$ cat src/rtl/input_script_player_pkg.sv
// Shared types for the scripted button player: mode/state encodings and the
// packed layouts of script and key-map entries at the default configuration.
`default_nettype none
package input_script_pkg;

   localparam int NUM_BUTTONS_DEF = 8;
   localparam int NUM_COLS_DEF    = 8;
   localparam int DELTA_WIDTH_DEF = 24;
   localparam int MAP_COL_W_DEF   = $clog2(NUM_COLS_DEF + 4);
   localparam int K_LINES         = 4;

   typedef enum logic [1:0] {
      MODE_LIVE     = 2'd0,
      MODE_SCRIPT   = 2'd1,
      MODE_BOTH     = 2'd2,
      MODE_LIVE_ALT = 2'd3
   } mode_e;

   typedef enum logic [2:0] {
      ST_IDLE  = 3'd0,
      ST_FETCH = 3'd1,
      ST_LOAD  = 3'd2,
      ST_WAIT  = 3'd3,
      ST_DONE  = 3'd4
   } state_e;

   typedef struct packed {
      logic                       last;
      logic [NUM_BUTTONS_DEF-1:0] mask;
      logic [DELTA_WIDTH_DEF-1:0] delta;
   } script_entry_t;

   typedef struct packed {
      logic                     en;
      logic [MAP_COL_W_DEF-1:0] col;
      logic [1:0]               kbit;
   } map_entry_t;

endpackage
`default_nettype wire

$ cat src/rtl/input_script_player_key_matrix.sv
// Per-button key-map registers and the combinational K-line mux driven by the
// CPU column strobes (S lines, then R[3:0] as four extra columns).
`default_nettype none
module input_key_matrix
   import input_script_pkg::*;
#(
   parameter  int NUM_BUTTONS = NUM_BUTTONS_DEF,
   parameter  int NUM_COLS    = NUM_COLS_DEF,
   localparam int BW          = $clog2(NUM_BUTTONS),
   localparam int CW          = $clog2(NUM_COLS + 4)
)(
   input  logic                   clk,
   input  logic                   reset_n,
   input  logic                   map_wr_en,
   input  logic [BW-1:0]          map_wr_idx,
   input  logic [CW+2:0]          map_wr_data,
   input  logic [NUM_BUTTONS-1:0] eff_buttons,
   input  logic [NUM_COLS-1:0]    shifter_s,
   input  logic [K_LINES-1:0]     output_r,
   output logic [K_LINES-1:0]     input_k
);

   logic [NUM_BUTTONS-1:0] en_q;
   logic [CW-1:0]          col_q  [NUM_BUTTONS];
   logic [1:0]             kbit_q [NUM_BUTTONS];
   logic                   col_act;

   always_ff @(posedge clk or negedge reset_n) begin
      if (!reset_n) begin
         en_q <= '0;
         for (int b = 0; b < NUM_BUTTONS; b++) begin
            col_q[b]  <= '0;
            kbit_q[b] <= '0;
         end
      end else if (map_wr_en) begin
         en_q[map_wr_idx]   <= map_wr_data[CW+2];
         col_q[map_wr_idx]  <= map_wr_data[CW+1:2];
         kbit_q[map_wr_idx] <= map_wr_data[1:0];
      end
   end

   // No register on this path: the CPU samples K mid-instruction.
   always_comb begin
      input_k = '0;
      col_act = 1'b0;
      for (int b = 0; b < NUM_BUTTONS; b++) begin
         col_act = 1'b0;
         for (int c = 0; c < NUM_COLS; c++)
            if (col_q[b] == CW'(c)) col_act = shifter_s[c];
         for (int r = 0; r < K_LINES; r++)
            if (col_q[b] == CW'(NUM_COLS + r)) col_act = output_r[r];
         if (en_q[b] && eff_buttons[b] && col_act)
            input_k[kbit_q[b]] = 1'b1;
      end
   end

endmodule
`default_nettype wire

$ cat src/rtl/input_script_player.sv
// Script sequencer: replays {wait N retired instructions, set button mask}
// entries from a small RAM and feeds live/scripted buttons to the K matrix.
`default_nettype none
module input_script_player
   import input_script_pkg::*;
#(
   parameter  int NUM_BUTTONS  = NUM_BUTTONS_DEF,
   parameter  int NUM_COLS     = NUM_COLS_DEF,
   parameter  int SCRIPT_DEPTH = 64,
   parameter  int DELTA_WIDTH  = DELTA_WIDTH_DEF,
   localparam int AW           = $clog2(SCRIPT_DEPTH),
   localparam int BW           = $clog2(NUM_BUTTONS),
   localparam int CW           = $clog2(NUM_COLS + 4),
   localparam int EW           = 1 + NUM_BUTTONS + DELTA_WIDTH
)(
   input  logic                   clk,
   input  logic                   reset_n,
   input  logic                   step_strobe,
   input  logic                   start,
   input  logic                   abort,
   input  logic [1:0]             mode,
   input  logic [NUM_BUTTONS-1:0] live_buttons,
   input  logic                   scr_wr_en,
   input  logic [AW-1:0]          scr_wr_addr,
   input  logic [EW-1:0]          scr_wr_data,
   input  logic                   map_wr_en,
   input  logic [BW-1:0]          map_wr_idx,
   input  logic [CW+2:0]          map_wr_data,
   input  logic [NUM_COLS-1:0]    shifter_s,
   input  logic [K_LINES-1:0]     output_r,
   output logic [K_LINES-1:0]     input_k,
   output logic                   busy,
   output logic                   done,
   output logic [AW-1:0]          cur_index,
   output logic [NUM_BUTTONS-1:0] script_buttons
);

   logic [EW-1:0]          mem_q [SCRIPT_DEPTH];
   logic [EW-1:0]          rd_data_q;
   state_e                 state_q;
   logic [AW-1:0]          cur_index_q;
   logic [NUM_BUTTONS-1:0] script_buttons_q;
   logic [NUM_BUTTONS-1:0] mask_q;
   logic [DELTA_WIDTH-1:0] cnt_q;
   logic                   busy_q, done_q, pending_q, last_q;

   logic                   rd_last;
   logic [NUM_BUTTONS-1:0] rd_mask;
   logic [DELTA_WIDTH-1:0] rd_delta;
   logic [1:0]             dec;
   logic                   apply;
   logic [NUM_BUTTONS-1:0] eff_buttons;

   assign rd_last  = rd_data_q[EW-1];
   assign rd_mask  = rd_data_q[EW-2 -: NUM_BUTTONS];
   assign rd_delta = rd_data_q[DELTA_WIDTH-1:0];

   // A strobe parked during FETCH/LOAD and a fresh one can land together.
   assign dec   = {1'b0, step_strobe} + {1'b0, pending_q};
   assign apply = (cnt_q <= DELTA_WIDTH'(dec));

   always_ff @(posedge clk) begin
      if (scr_wr_en) mem_q[scr_wr_addr] <= scr_wr_data;
      if (state_q == ST_FETCH) rd_data_q <= mem_q[cur_index_q];
   end

   always_ff @(posedge clk or negedge reset_n) begin
      if (!reset_n) begin
         state_q          <= ST_IDLE;
         cur_index_q      <= '0;
         script_buttons_q <= '0;
         mask_q           <= '0;
         cnt_q            <= '0;
         busy_q           <= 1'b0;
         done_q           <= 1'b0;
         pending_q        <= 1'b0;
         last_q           <= 1'b0;
      end else if (abort) begin
         state_q          <= ST_IDLE;
         cur_index_q      <= '0;
         script_buttons_q <= '0;
         busy_q           <= 1'b0;
         done_q           <= 1'b0;
         pending_q        <= 1'b0;
      end else if (start) begin
         state_q          <= ST_FETCH;
         cur_index_q      <= '0;
         script_buttons_q <= '0;
         busy_q           <= 1'b1;
         done_q           <= 1'b0;
         pending_q        <= 1'b0;
      end else begin
         case (state_q)
            ST_FETCH: begin
               pending_q <= step_strobe;
               state_q   <= ST_LOAD;
            end
            ST_LOAD: begin
               cnt_q     <= (pending_q && rd_delta != '0) ? rd_delta - 1'b1 : rd_delta;
               pending_q <= step_strobe;
               last_q    <= rd_last;
               mask_q    <= rd_mask;
               state_q   <= ST_WAIT;
            end
            ST_WAIT: begin
               pending_q <= 1'b0;
               if (apply) begin
                  if (last_q || cur_index_q == AW'(SCRIPT_DEPTH - 1)) begin
                     script_buttons_q <= '0;
                     done_q           <= 1'b1;
                     busy_q           <= 1'b0;
                     state_q          <= ST_DONE;
                  end else begin
                     script_buttons_q <= mask_q;
                     cur_index_q      <= cur_index_q + AW'(1);
                     state_q          <= ST_FETCH;
                  end
               end else begin
                  cnt_q <= cnt_q - DELTA_WIDTH'(dec);
               end
            end
            default: ;
         endcase
      end
   end

   always_comb begin
      eff_buttons = live_buttons;
      case (mode)
         MODE_SCRIPT: eff_buttons = script_buttons_q;
         MODE_BOTH:   eff_buttons = live_buttons | script_buttons_q;
         default:     eff_buttons = live_buttons;
      endcase
   end

   input_key_matrix #(
      .NUM_BUTTONS (NUM_BUTTONS),
      .NUM_COLS    (NUM_COLS)
   ) u_key_matrix (
      .clk         (clk),
      .reset_n     (reset_n),
      .map_wr_en   (map_wr_en),
      .map_wr_idx  (map_wr_idx),
      .map_wr_data (map_wr_data),
      .eff_buttons (eff_buttons),
      .shifter_s   (shifter_s),
      .output_r    (output_r),
      .input_k     (input_k)
   );

   assign busy           = busy_q;
   assign done           = done_q;
   assign cur_index      = cur_index_q;
   assign script_buttons = script_buttons_q;

endmodule
`default_nettype wire

$ cat config.mk
export PLATFORM = sky130hd
export DESIGN_NAME = input_script_player
export DESIGN_NICKNAME = d
export VERILOG_FILES = /design/src/rtl/input_script_player_pkg.sv /design/src/rtl/input_script_player_key_matrix.sv /design/src/rtl/input_script_player.sv
export SDC_FILE = /design/constraint.sdc
export NUM_CORES = 2
export LEC_CHECK = 0
export ABC_AREA = 1
export BUFFER_PORTS_ARGS = -buffer_cell sky130_fd_sc_hd__buf_4
export CORE_AREA = 2 2 558 560
export CTS_CLUSTER_DIAMETER = 150
export DETAILED_ROUTE_END_ITERATION = 12
export DIE_AREA = 0 0 560 562
export GPL_ROUTABILITY_DRIVEN = 1
export PLACE_DENSITY = 0.53
export REMOVE_ABC_BUFFERS = 1
export SLEW_MARGIN = 0
export SYNTH_ARGS = -nofsm -noshare
export SYNTH_HDL_FRONTEND = slang
export SYNTH_HIERARCHICAL = 1
export SYNTH_SLANG_ARGS = --single-unit
$ cat constraint.sdc
create_clock -name clk -period 6.15 [get_ports clk]
set_input_delay 0.9225 -clock clk [delete_from_list [all_inputs] [get_ports clk]]
set_output_delay 0.9225 -clock clk [all_outputs]
set_load 0.1 [all_outputs]
==> results.cfg <==
[power]
p_leak_nw = 34.5
max-vdd-ir-drop_uv = 309
p_per_area_nw_per_um2 = 342
power_mw = 35.8

[synth]
synthFlopType = edfxtp_1
synth_seq_area_share_pct = 72.9
synth.avg_cell_area_um2 = 12.1
synthDominantAreaCellType = edfxtp_1
synthCells = 7591
ys_ff_latch = 2254
netlist_area_um2 = 92200
synthTopCellsByArea = edfxtp_1 70%, nor2_1 5.8%, o21ai_0 5.1%, nand2_1 3.8%, dfrtp_1 3.0%
synth-edff-count = 2145
yosys_warnings = 6
postSynth.asyncResetShare_pct = 4.84
synth_top_area_share_pct = 69.9
synthDistinctLibCells = 44

[clock_network]
insertion_delay_ps = 910
clk_pin_slew_ps = 60
cts_tree = done
cts_root_buf = clkbuf_16
cts_max_path_buffers = 3
post_cts_buffers = 0
cts_hold_buffers = 0
numCtsBuffers = 232
cts.sinks = 2254
cts_resized = 0
cts.htree.levels = 4

[global_routing]
use_met1_pct = 24.5
grt_pass1_wl_mm = 409
grt_pass1_vias = 57646
antenna_found_initial = 11
grt_util_all_layers_pct = 17.4
use_met3_pct = 2.82
grt_remaining_overflow = 0
grt_max_degree = 172
grt-busiest-layer = met2
grtUsageMet2_pct = 27.6

[finish]
final_cell_mix = 2145 x edfxtp_1, 1371 x nor2_1, 943 x nand2_1
final_util_pct = 34.0
drive_gt1_share_pct = 8.39
instances_no_fill = 11884
area_growth_pct = 13.6
final_nets = 7656
final_common_cell = edfxtp_1

[setup_path]
ff2ff_setup_slack_ps = 2350
startpoint_type = primary input
timing.rr.end = rd_data_q[5]
cp-end-kind = output port
path_class = primary input to output port
required_ps = 5230
reg2reg_depth = 9
worstPathArrival_ps = 3040
cp_max_fo = 16
reg2reg_from = cur_index[0]

[sta]
max_clock_freq_ghz = 0.252
fin_crit_sh_pct = 64.5
hold_viol = 0
worst_clock_skew_ps = 95.8
worstMarginPinSlew_ps = 1350
fin_tns_setup_ps = 0
relSlewSlack_pct = 9.87
setup_viol = 0
rsz0062_at_grt = false
drv_slew = 0
timing.hold.ws_ps = 137
min_period_ps = 3970

[floorplan]
start_util_pct = 29.9
rows = 204
die_x_um = 560
die_h_um = 562
die-area_um2 = 315000
core-area_um2 = 308000
io_pins = 98

[place]
gp_congestion = 0.872
io_buffers = 97
hpwlAfterDp_mm = 159
dp_cells = 11455

[route]
ant_nets = 0
routedWlPerCell_um = 23.8
drtIter0Drc = 6643
vias = 61072
first_pass_iters = 7
drc = 0
wl_mm = 283
vias_per_cell = 5.14

[worst_hold_path]
hold_path_class = primary input to asynchronous set/reset pin

[run]
max-cap-violations = 0

[outcome]
status = finished clean
worst max path at each step:
stage               cells past startpoint    startpoint  slack [ps]      endpoint
finish                                 13       mode[0]        2180    input_k[0]
global route                           13       mode[0]        2000    input_k[2]
CTS                                    13       mode[0]        2180    input_k[0]
detailed placement                     13       mode[0]        2180    input_k[0]
global placement                       13       mode[0]        2150    input_k[3]
floorplan                               9  cur_index[0]      -28850  rd_data_q[1]
worst max-delay path, stage by stage:
cell and delay [ps]:
buf_4 90, inv_1 40, ha_1 460, a21oi_1 190, a21oi_1 60, inv_1 100, nand2_1 50, a41oi_1 410
nand3_1 150, nand3_1 130, nor2_1 50, nand3_1 80, buf_4 300
Yosys cell counts, drive strengths merged (10+ instances only):
| library cell | number |
|---|---|
| o21ai | 1070 |
| o211ai | 244 |
| nand2 | 945 |
| a31oi | 12 |
| dfrtp | 109 |
| o22ai | 179 |
| buf | 248 |
| nand3b | 10 |
| xor2 | 13 |
| nor2 | 1434 |
| nand3 | 463 |
| o221ai | 37 |
| a21oi | 148 |
| clkbuf | 233 |
| nand4 | 67 |
| inv | 163 |
| edfxtp | 2145 |
per-stage QoR:
step	instance area, µm²	setup WS [ps]
6_report	105000	2180
3_3_place_gp	97400	2150
4_1_cts	105000	2180
5_1_grt	105000	2000
3_5_place_dp	97400	2180
2_1_floorplan	89700	-28850
report_power, final:
| part | switching, mW | leakage [nW] | internal (mW) |
|---|---|---|---|
| Sequential | 0.378 | 20.7 | 17.2 |
| Clock | 6.05 | 3.58 | 7.64 |
| Combinational | 3.39 | 10.3 | 1.20 |
| Total | 9.82 | 34.5 | 26.0 |
per-layer routing:
| layer | vias up | share of wire [%] |
|---|---|---|
| li1 | 27467 | - |
| met1 | 31012 | 44 |
| met2 | 2187 | 46 |
| met3 | 398 | 6.9 |
| met4 | 8 | 2.9 |
| met5 | - | 0.016 |
state kept, by name (all words and copies together) (netlist names):
signal	count
cnt_q	24
busy	1
u_key_matrix/en_q	8
last_q	1
u_key_matrix/col_q	32
u_key_matrix/kbit_q	16
pending_q	1
script_buttons	8
cur_index	6
rd_data_q	33
state_q	3
mem_q	2112
done	1
mask_q	8
cell type report:
| type | instances | area (µm²) |
|---|---|---|
| Clock inverter | 151 | 1290 |
| Sequential cell | 2254 | 67200 |
| Timing Repair Buffer | 225 | 1990 |
| Clock buffer | 273 | 6050 |
| Tap cell | 4120 | 5150 |
| Inverter | 165 | 668 |
| Antenna cell | 5 | 12.5 |
| Fill cell | 30306 | 204000 |
| Multi-Input combinational cell | 4691 | 22400 |
cells by family (layout without fill, tap and decap cells):
group / after synthesis / after routing / share of synthesized area (%)
AO/OA/AOI/OAI: 1707 / 1707 / 10.4
XOR/XNOR: 19 / 19 / 0.181
adder cells (fa/ha/maj): 9 / 9 / 0.130
buffers and inverters: 646 / 814 / 3.38
flip-flops: 2254 / 2254 / 72.9
multiplexers: 9 / 9 / 0.110
other: 0 / 5 / 0
AND/OR/NAND/NOR: 2947 / 2947 / 12.9
Note: power is estimated with default switching activity, not from simulation.
